$ cat config.mk
export PLATFORM = sky130hd
export DESIGN_NAME = keypad_encoder
export DESIGN_NICKNAME = d
export VERILOG_FILES = /design/src/rtl/keypad_encoder.sv
export SDC_FILE = /design/constraint.sdc
export NUM_CORES = 1
export LEC_CHECK = 0
export ABC_AREA = 0
export ABC_CLOCK_PERIOD_IN_PS = 4000
export CAP_MARGIN = 20
export CORE_MARGIN = 10
export CORE_UTILIZATION = 60
export DETAILED_ROUTE_END_ITERATION = 6
export DONT_BUFFER_PORTS = 1
export GPL_TIMING_DRIVEN = 0
export PLACE_DENSITY_LB_ADDON = 0.12
export SKIP_LAST_GASP = 1
export SLEW_MARGIN = 0
export SYNTH_ARGS = -nofsm -noshare
export SYNTH_HDL_FRONTEND = slang
export SYNTH_SLANG_ARGS = --single-unit
$ cat constraint.sdc
create_clock -name clk -period 4 [get_ports clk]
set_clock_uncertainty 0.15 [all_clocks]
set_input_delay 0.6 -clock clk [delete_from_list [all_inputs] [get_ports clk]]
set_output_delay 0.6 -clock clk [all_outputs]
set_load 0.03 [all_outputs]
$ cat src/rtl/keypad_encoder.sv
// keypad_encoder: scans a 4x4 active-low keypad, debounces press and release,
// and holds a 4-bit key code with valid high for one press-release episode.
module keypad_encoder #(
  parameter int SCAN_DIV = 4,
  parameter int DEBOUNCE = 3
) (
  input  logic       clk,
  input  logic       clr,
  input  logic [3:0] row_in,
  output logic [3:0] col_out,
  output logic [3:0] data,
  output logic       valid
);
  localparam int SW = $clog2(SCAN_DIV);
  localparam int CW = $clog2(DEBOUNCE + 1);
  localparam logic [SW-1:0] SLOT_LAST = SW'(SCAN_DIV - 1);
  localparam logic [CW-1:0] CNT_LAST = CW'(DEBOUNCE - 1);
  typedef enum logic [1:0] {SCAN, DEB_PRESS, HELD, DEB_REL} state_t;
  state_t        state;
  logic [3:0]    sync1, rs, cand;
  logic [SW-1:0] slot;
  logic [CW-1:0] cnt;
  logic [1:0]    c, row;
  logic          tick, any_low, row_up;
  assign tick    = slot == SLOT_LAST;
  assign any_low = rs != 4'hF;
  assign row     = !rs[0] ? 2'd0 : !rs[1] ? 2'd1 : !rs[2] ? 2'd2 : 2'd3;
  assign row_up  = rs[cand[3:2]];
  assign col_out = ~(4'b0001 << c);
  // Column index freezes outside SCAN so only the candidate's column is observed.
  always_ff @(posedge clk or negedge clr) begin
    if (!clr) begin
      sync1 <= 4'hF;
      rs    <= 4'hF;
      slot  <= '0;
      c     <= '0;
      cand  <= '0;
      cnt   <= '0;
      data  <= '0;
      valid <= 1'b0;
      state <= SCAN;
    end else begin
      sync1 <= row_in;
      rs    <= sync1;
      slot  <= tick ? '0 : slot + 1'b1;
      if (tick)
        case (state)
          SCAN:
            if (any_low) begin
              cand <= {row, c};
              cnt  <= CW'(1);
              if (DEBOUNCE == 1) begin
                data  <= {row, c};
                valid <= 1'b1;
                state <= HELD;
              end else state <= DEB_PRESS;
            end else c <= c + 2'd1;
          DEB_PRESS:
            if (any_low && {row, c} == cand) begin
              cnt <= cnt + 1'b1;
              if (cnt == CNT_LAST) begin
                data  <= cand;
                valid <= 1'b1;
                state <= HELD;
              end
            end else begin
              state <= SCAN;
              c     <= c + 2'd1;
            end
          HELD:
            if (row_up) begin
              cnt <= CW'(1);
              if (DEBOUNCE == 1) begin
                valid <= 1'b0;
                state <= SCAN;
                c     <= c + 2'd1;
              end else state <= DEB_REL;
            end
          DEB_REL:
            if (row_up) begin
              cnt <= cnt + 1'b1;
              if (cnt == CNT_LAST) begin
                valid <= 1'b0;
                state <= SCAN;
                c     <= c + 2'd1;
              end
            end else state <= HELD;
          default: state <= SCAN;
        endcase
    end
  end
endmodule

==> results.md, run 1 <==
- GRT Resource Usage Total: 10.42%
- Seq/Total Area, Yosys: 50.40%
- H-tree levels: 1
- Inserted Clock Buffers: 3
- Highest clock rate: 0.4624 GHz
- DR DRC count: 0
- WL final: 2.109 mm
- Clock sinks: 25
- Maximum resistive drop on vdd: 336.6 uV
- Num rows: 16
- Total gr overflow: 0
- Hold path depth: 0
- Final setup fails: 0
- Synthesized cell area: 1261 um^2
- CTS tree: done
- Final Cell Area: 1351 um^2
- Pins over their slew limit: 0
- Initial antenna violation count: 0
- Clock latency on the worst-skew pair: 320 ps
- Slew @ Worst Pin: 437.4 ps
- Gpl congestion: 0.8015
- Min-Delay Path Class: input pin to flip-flop
- Met3 Usage GRT: 3.898%
- Vias in the first global route: 867
- Post_cts resized: 0
- Post-DP Area: 1295 um^2
- Period utilization: 54.07%
- Syn avg cell area: 10.97 um^2
- Asr flop ratio synth: 100.0%
- WS Path Type: flip-flop to flip-flop
- Largest net degree at the start of global routing: 26
- Maxcap violations: 0
- Post-route minimum period: 2163 ps
- Post-synthesis cell count: 115
- Rel. slew slack: 70.84%
- Nets: 138
- Met2 GRT Util: 17.27%
- Post-synth cell types: 31
- Yosys warnings: 0
- Crit-path max FO: 9
- Initial core utilization: 63.64%
- Via count: 851
- Avg WL per Cell: 14.25 um
- DR iter-0 viols: 15
- Port buffer count: 0
- PD cells: 575.1 nW/um^2
- Clock Pin Slew Worst Setup and Hold Paths: 140 ps
- GR peak layer: met2
- Worst setup SP type: flip-flop
- Status: finished, final reports clean
- LEAKAGE: 0.0006195 uW
- Crit path required time: 4080 ps
- Synth Flop Type: dfrtp_1
- Proportion of layout cells with a drive suffix above 1: 19.01%
- First-pass GRT wire length: 3.601 mm
- Drt first pass iters: 4
- Syn nets: 131
- DR vias/cell: 5.750
- Clk buf depth: 2
- Die Area: 4336 um^2
- Dpl hpwl: 1.553 mm
- Die Wd: 65.85 um
- Final hold violation count: 0
- Area Growth Syn to Fin: 7.143%
- Core box area: 1982 um^2
- Final ANT Viol Nets: 0
- Antenna Cells: 0
- GR Util met1: 11.53%
- Setup TNS Final: 0 ps
- # IOs: 15
- Crit path DAT: 2240 ps
- R2R depth: 5
- Fillers: 144
- Post CTS Setup Buffer Count: 0
- Seq cells post-synth: 25
- Root Buffer: clkbuf_4
- Post-synth EDFFs: 0
- Die Ht: 65.85 um
- RSZ-0062 raised after global routing: false
- Crit. End Element: flip-flop
==> area by class of cell <==
type                    count  area, um^2  share of cell area [%]
well taps                  27       33.78                   2.500
multi-input cells          73       561.8                   41.57
plain buffers               2       7.507                  0.5556
repair buffers              2       25.02                   1.852
clock buffers               3       22.52                   1.667
flip-flops and latches     25       635.6                   47.04
clock inverters             1       8.758                  0.6481
inverters                  15       56.30                   4.167
==> worst max-delay path: stages (launching register included) <==
cell	delay, ps
dfstp_2	600
and4bb_1	210
a21oi_2	70
a21oi_2	380
nand4_1	300
mux2_2	350
==> registers in the layout (all words and copies together), names as in the netlist <==
register and flops:
cand 4, cnt 2, sync1 4, state 2, slot 2, data 4
valid 1, rs 4, c 2
==> layer usage <==
layer / vias to the layer above / part of all wire, %
li1: 417 / -
met5: - / 0
met3: 5 / 6.6
met2: 21 / 47
met1: 408 / 45
met4: 0 / 1.8
==> Yosys cell counts (2+ instances only) <==
cell type  number  share of area, %
clkbuf_1        2              0.60
mux2i_1         2               1.6
nand3_1         4               1.6
inv_1          15               4.5
xnor2_1         3               2.1
o221ai_1        2               1.4
o21ai_0         9               3.6
nor2_1          7               2.1
nand4_1         2              0.99
dfstp_2         8                17
nand2_1        11               3.3
a21oi_2         2               1.4
o211ai_1        2               1.2
dfrtp_1        17                34
ha_1           10               9.9
mux2_2          4               3.6
==> through the flow <==
stage / setup slack (ps) / hold slack [ps] / total power, uW / cells / util, %
2_1_floorplan: 2031 / 154.4 / 597.4 / 115 / -
3_3_place_gp: 1872 / 155.1 / 642.8 / 142 / 65.34
3_5_place_dp: 1857 / 155.3 / 654.5 / 142 / 65.34
4_1_cts: 1833 / 88.15 / 780.9 / 147 / 67.42
5_1_grt: 1691 / 72.86 / 834.9 / 148 / 68.18
6_report: 1837 / 98.04 / 777.2 / 148 / 68.18
==> worst paths after layout <==
check	from	endpoint	slack (ps)
worst max-delay path	rs[1]	data[2]	1840
worst min-delay path	row_in[3]	sync1[3]	100
worst max register to register	rs[1]	data[2]	1840
worst min register to register	sync1[1]	rs[1]	220
max in group asynchronous	clr	rs[0]	2690
min in group asynchronous	clr	data[3]	470
==> timing repair <==
action                                 4_1_cts  5_1_grt
setup endpoints to repair                    0        0
hold buffers                                 1        0
endpoints found under the hold margin       25        0
==> kinds of logic after synthesis <==
group	share of synthesized area, %
simple gates	9.822
compound gates	14.58
flops	50.40
buf+inv	5.059
fa+ha+maj	9.921
mux	8.134
xor+xnor	2.084
==> power breakdown <==
part	internal [uW]	switching [uW]	total, uW
Combinational	106	189	295
Sequential	303	58.7	362
Clock	40.7	79.8	121
==> placed cells by master (no fill, tap or decap) <==
| master | n |
|---|---|
| a21o_2 | 1 |
| a21oi_2 | 2 |
| a221o_2 | 1 |
| a221oi_1 | 1 |
| a2bb2oi_1 | 1 |
| a311oi_1 | 1 |
| a32oi_1 | 1 |
| a41oi_1 | 1 |
| and3_1 | 1 |
| and4bb_1 | 1 |
| buf_8 | 1 |
| clkbuf_1 | 2 |
| clkbuf_4 | 3 |
| dfrtp_1 | 17 |
| dfstp_2 | 8 |
| dlygate4sd3_1 | 1 |
| ha_1 | 10 |
| inv_1 | 15 |
| inv_6 | 1 |
| mux2_2 | 4 |
| mux2_4 | 1 |
| mux2i_1 | 2 |
| mux4_2 | 1 |
| nand2_1 | 11 |
| nand3_1 | 4 |
| nand4_1 | 2 |
| nor2_1 | 7 |
| nor3_1 | 1 |
| o2111ai_1 | 1 |
| o211ai_1 | 2 |
| o21a_1 | 1 |
| o21ai_0 | 9 |
| o221ai_1 | 2 |
| o2bb2ai_1 | 1 |
| xnor2_1 | 3 |
Note: power is estimated with default switching activity, not from simulation.
==> run 2, diff against run 1 <==
ABC_CLOCK_PERIOD_IN_PS = 1900   (was 4000)
CORE_UTILIZATION = 55   (was 60)
clock period = 1.9 ns   (was 4 ns; I/O delays follow)
==> results.md, run 2 (synthesis gave the netlist of run 1 again) <==
- Status: finished, violations left
- Violated checks: setup timing
- DR vias/cell: 5.596
- Crit path DAT: 2060 ps
- Initial core utilization: 57.57%
- H-tree levels: 1
- Slew @ Worst Pin: 580.0 ps
- WHS: 216.2 ps
- Die Wd: 67.89 um
- Die Ht: 67.89 um
- Final Cell Area: 1508 um^2
- Dpl hpwl: 1.643 mm
- DR iter-0 viols: 33
- Post-route minimum period: 1980 ps
- LEAKAGE: 0.0006816 uW
- Via count: 901
- CTS tree: done
- Area Growth Syn to Fin: 19.54%
- Post-DP Area: 1304 um^2
- Core box area: 2191 um^2
- Antenna Cells: 0
- Clock sinks: 25
- Die Area: 4608 um^2
- First-pass GRT wire length: 3.912 mm
- Crit. End Element: flip-flop
- Clk buf depth: 2
- RSZ-0062 raised after global routing: true
- Clock Pin Slew Worst Setup and Hold Paths: 140 ps
- Maxcap violations: 0
- Initial antenna violation count: 0
- Rel. slew slack: 61.21%
- Pins over their slew limit: 0
- Inserted Clock Buffers: 3
- GRT Resource Usage Total: 11.10%
- Crit-path max FO: 6
- Port buffer count: 0
- # IOs: 15
- Final setup fails: 5
- WL final: 2.358 mm
- Clock latency on the worst-skew pair: 320 ps
- Num rows: 17
- Leading cell type in the layout, fill and taps excluded: dfrtp_1
- Final ANT Viol Nets: 0
- Proportion of layout cells with a drive suffix above 1: 29.32%
- Crit path required time: 1980 ps
- Gpl congestion: 0.7990
- WS Path Type: flip-flop to flip-flop
- Avg WL per Cell: 14.65 um
- Total gr overflow: 0
- Maximum resistive drop on vdd: 833.9 uV
- Final hold violation count: 0
- Period utilization: 104.2%
- DR DRC count: 0
- Vias in the first global route: 883
- Worst setup SP type: flip-flop
- Largest net degree at the start of global routing: 26
- Highest clock rate: 0.5050 GHz
- Min-Delay Path Class: flip-flop to flip-flop
- Final setup margin: -80.05 ps
- Setup TNS Final: -228.8 ps
- Fillers: 165
- Root Buffer: clkbuf_4
- PD cells: 1171 nW/um^2
- Nets: 150
- Commonest non-fill, non-tap cells in the layout: dfrtp_1, inv_1, nand2_1, ha_1
- Pre-CTS WS: -203.8 ps
- Drt first pass iters: 4
==> run 2: changes by cell type in the layout (fill, tap and decap cells not counted), moves of 2 or more <==
cell	previous run	this run
buf_4	0	8
nand3_2	0	2
nand3_1	4	2
dlygate4sd3_1	1	5
==> run 2: per-stage QoR <==
step	power [uW]	cells	utilization, %
finish	1765	161	68.82
global placement	1370	143	59.51
CTS	1698	154	64.82
floorplan	1273	115	-
detailed placement	1398	143	59.51
global route	1898	161	68.82
==> run 2: report_power, final <==
part / internal, uW / switching [uW] / total (uW)
sequential: 640 / 122 / 761
combinational: 293 / 468 / 761
clock: 80.6 / 162 / 243
==> run 2: worst max-delay path, cell delays in order (launching register included) <==
cell	delay, ps
dfstp_2	580
and4bb_1	190
a21oi_2	190
a21oi_4	80
a221o_2	390
mux2_4	300
==> run 2: final timing paths <==
kind / start / end / slack [ps] / depth (start not counted)
worst max-delay path: rs[2] / c[1] / -80 / 5
worst min-delay path: sync1[2] / rs[2] / 220 / 0
worst max register to register: rs[2] / c[1] / -80 / 5
worst min register to register: sync1[2] / rs[2] / 220 / 0
max in group asynchronous: clr / sync1[2] / 800 / 2
min in group asynchronous: clr / state[0] / 230 / 1
==> run 2: cell type report <==
type / instances / area [um^2] / area share (%)
Timing Repair Buffer: 15 / 136.4 / 9.046
Inverter: 15 / 56.30 / 3.734
Buffer: 1 / 3.754 / 0.2490
Clock buffer: 3 / 22.52 / 1.494
Multi-Input combinational cell: 73 / 609.3 / 40.41
Tap cell: 28 / 35.03 / 2.324
Sequential cell: 25 / 636.9 / 42.24
Clock inverter: 1 / 7.507 / 0.4979
==> run 2: what timing repair did <==
action                                  CTS  global route
hold endpoints to repair                 29             0
hold buffers                              5             0
setup buffers                             3             6
pin swaps                                 6             6
endpoints found under the setup margin    9            11
gates resized for setup                   3             7
==> run 2: routing by layer <==
layer	vias up	wire [um]	track usage [%]
met3	5	103	3.752
met2	16	1212	18.90
met1	439	1002	11.94
met5	-	0	0
met4	0	40	6.030
li1	441	-	-
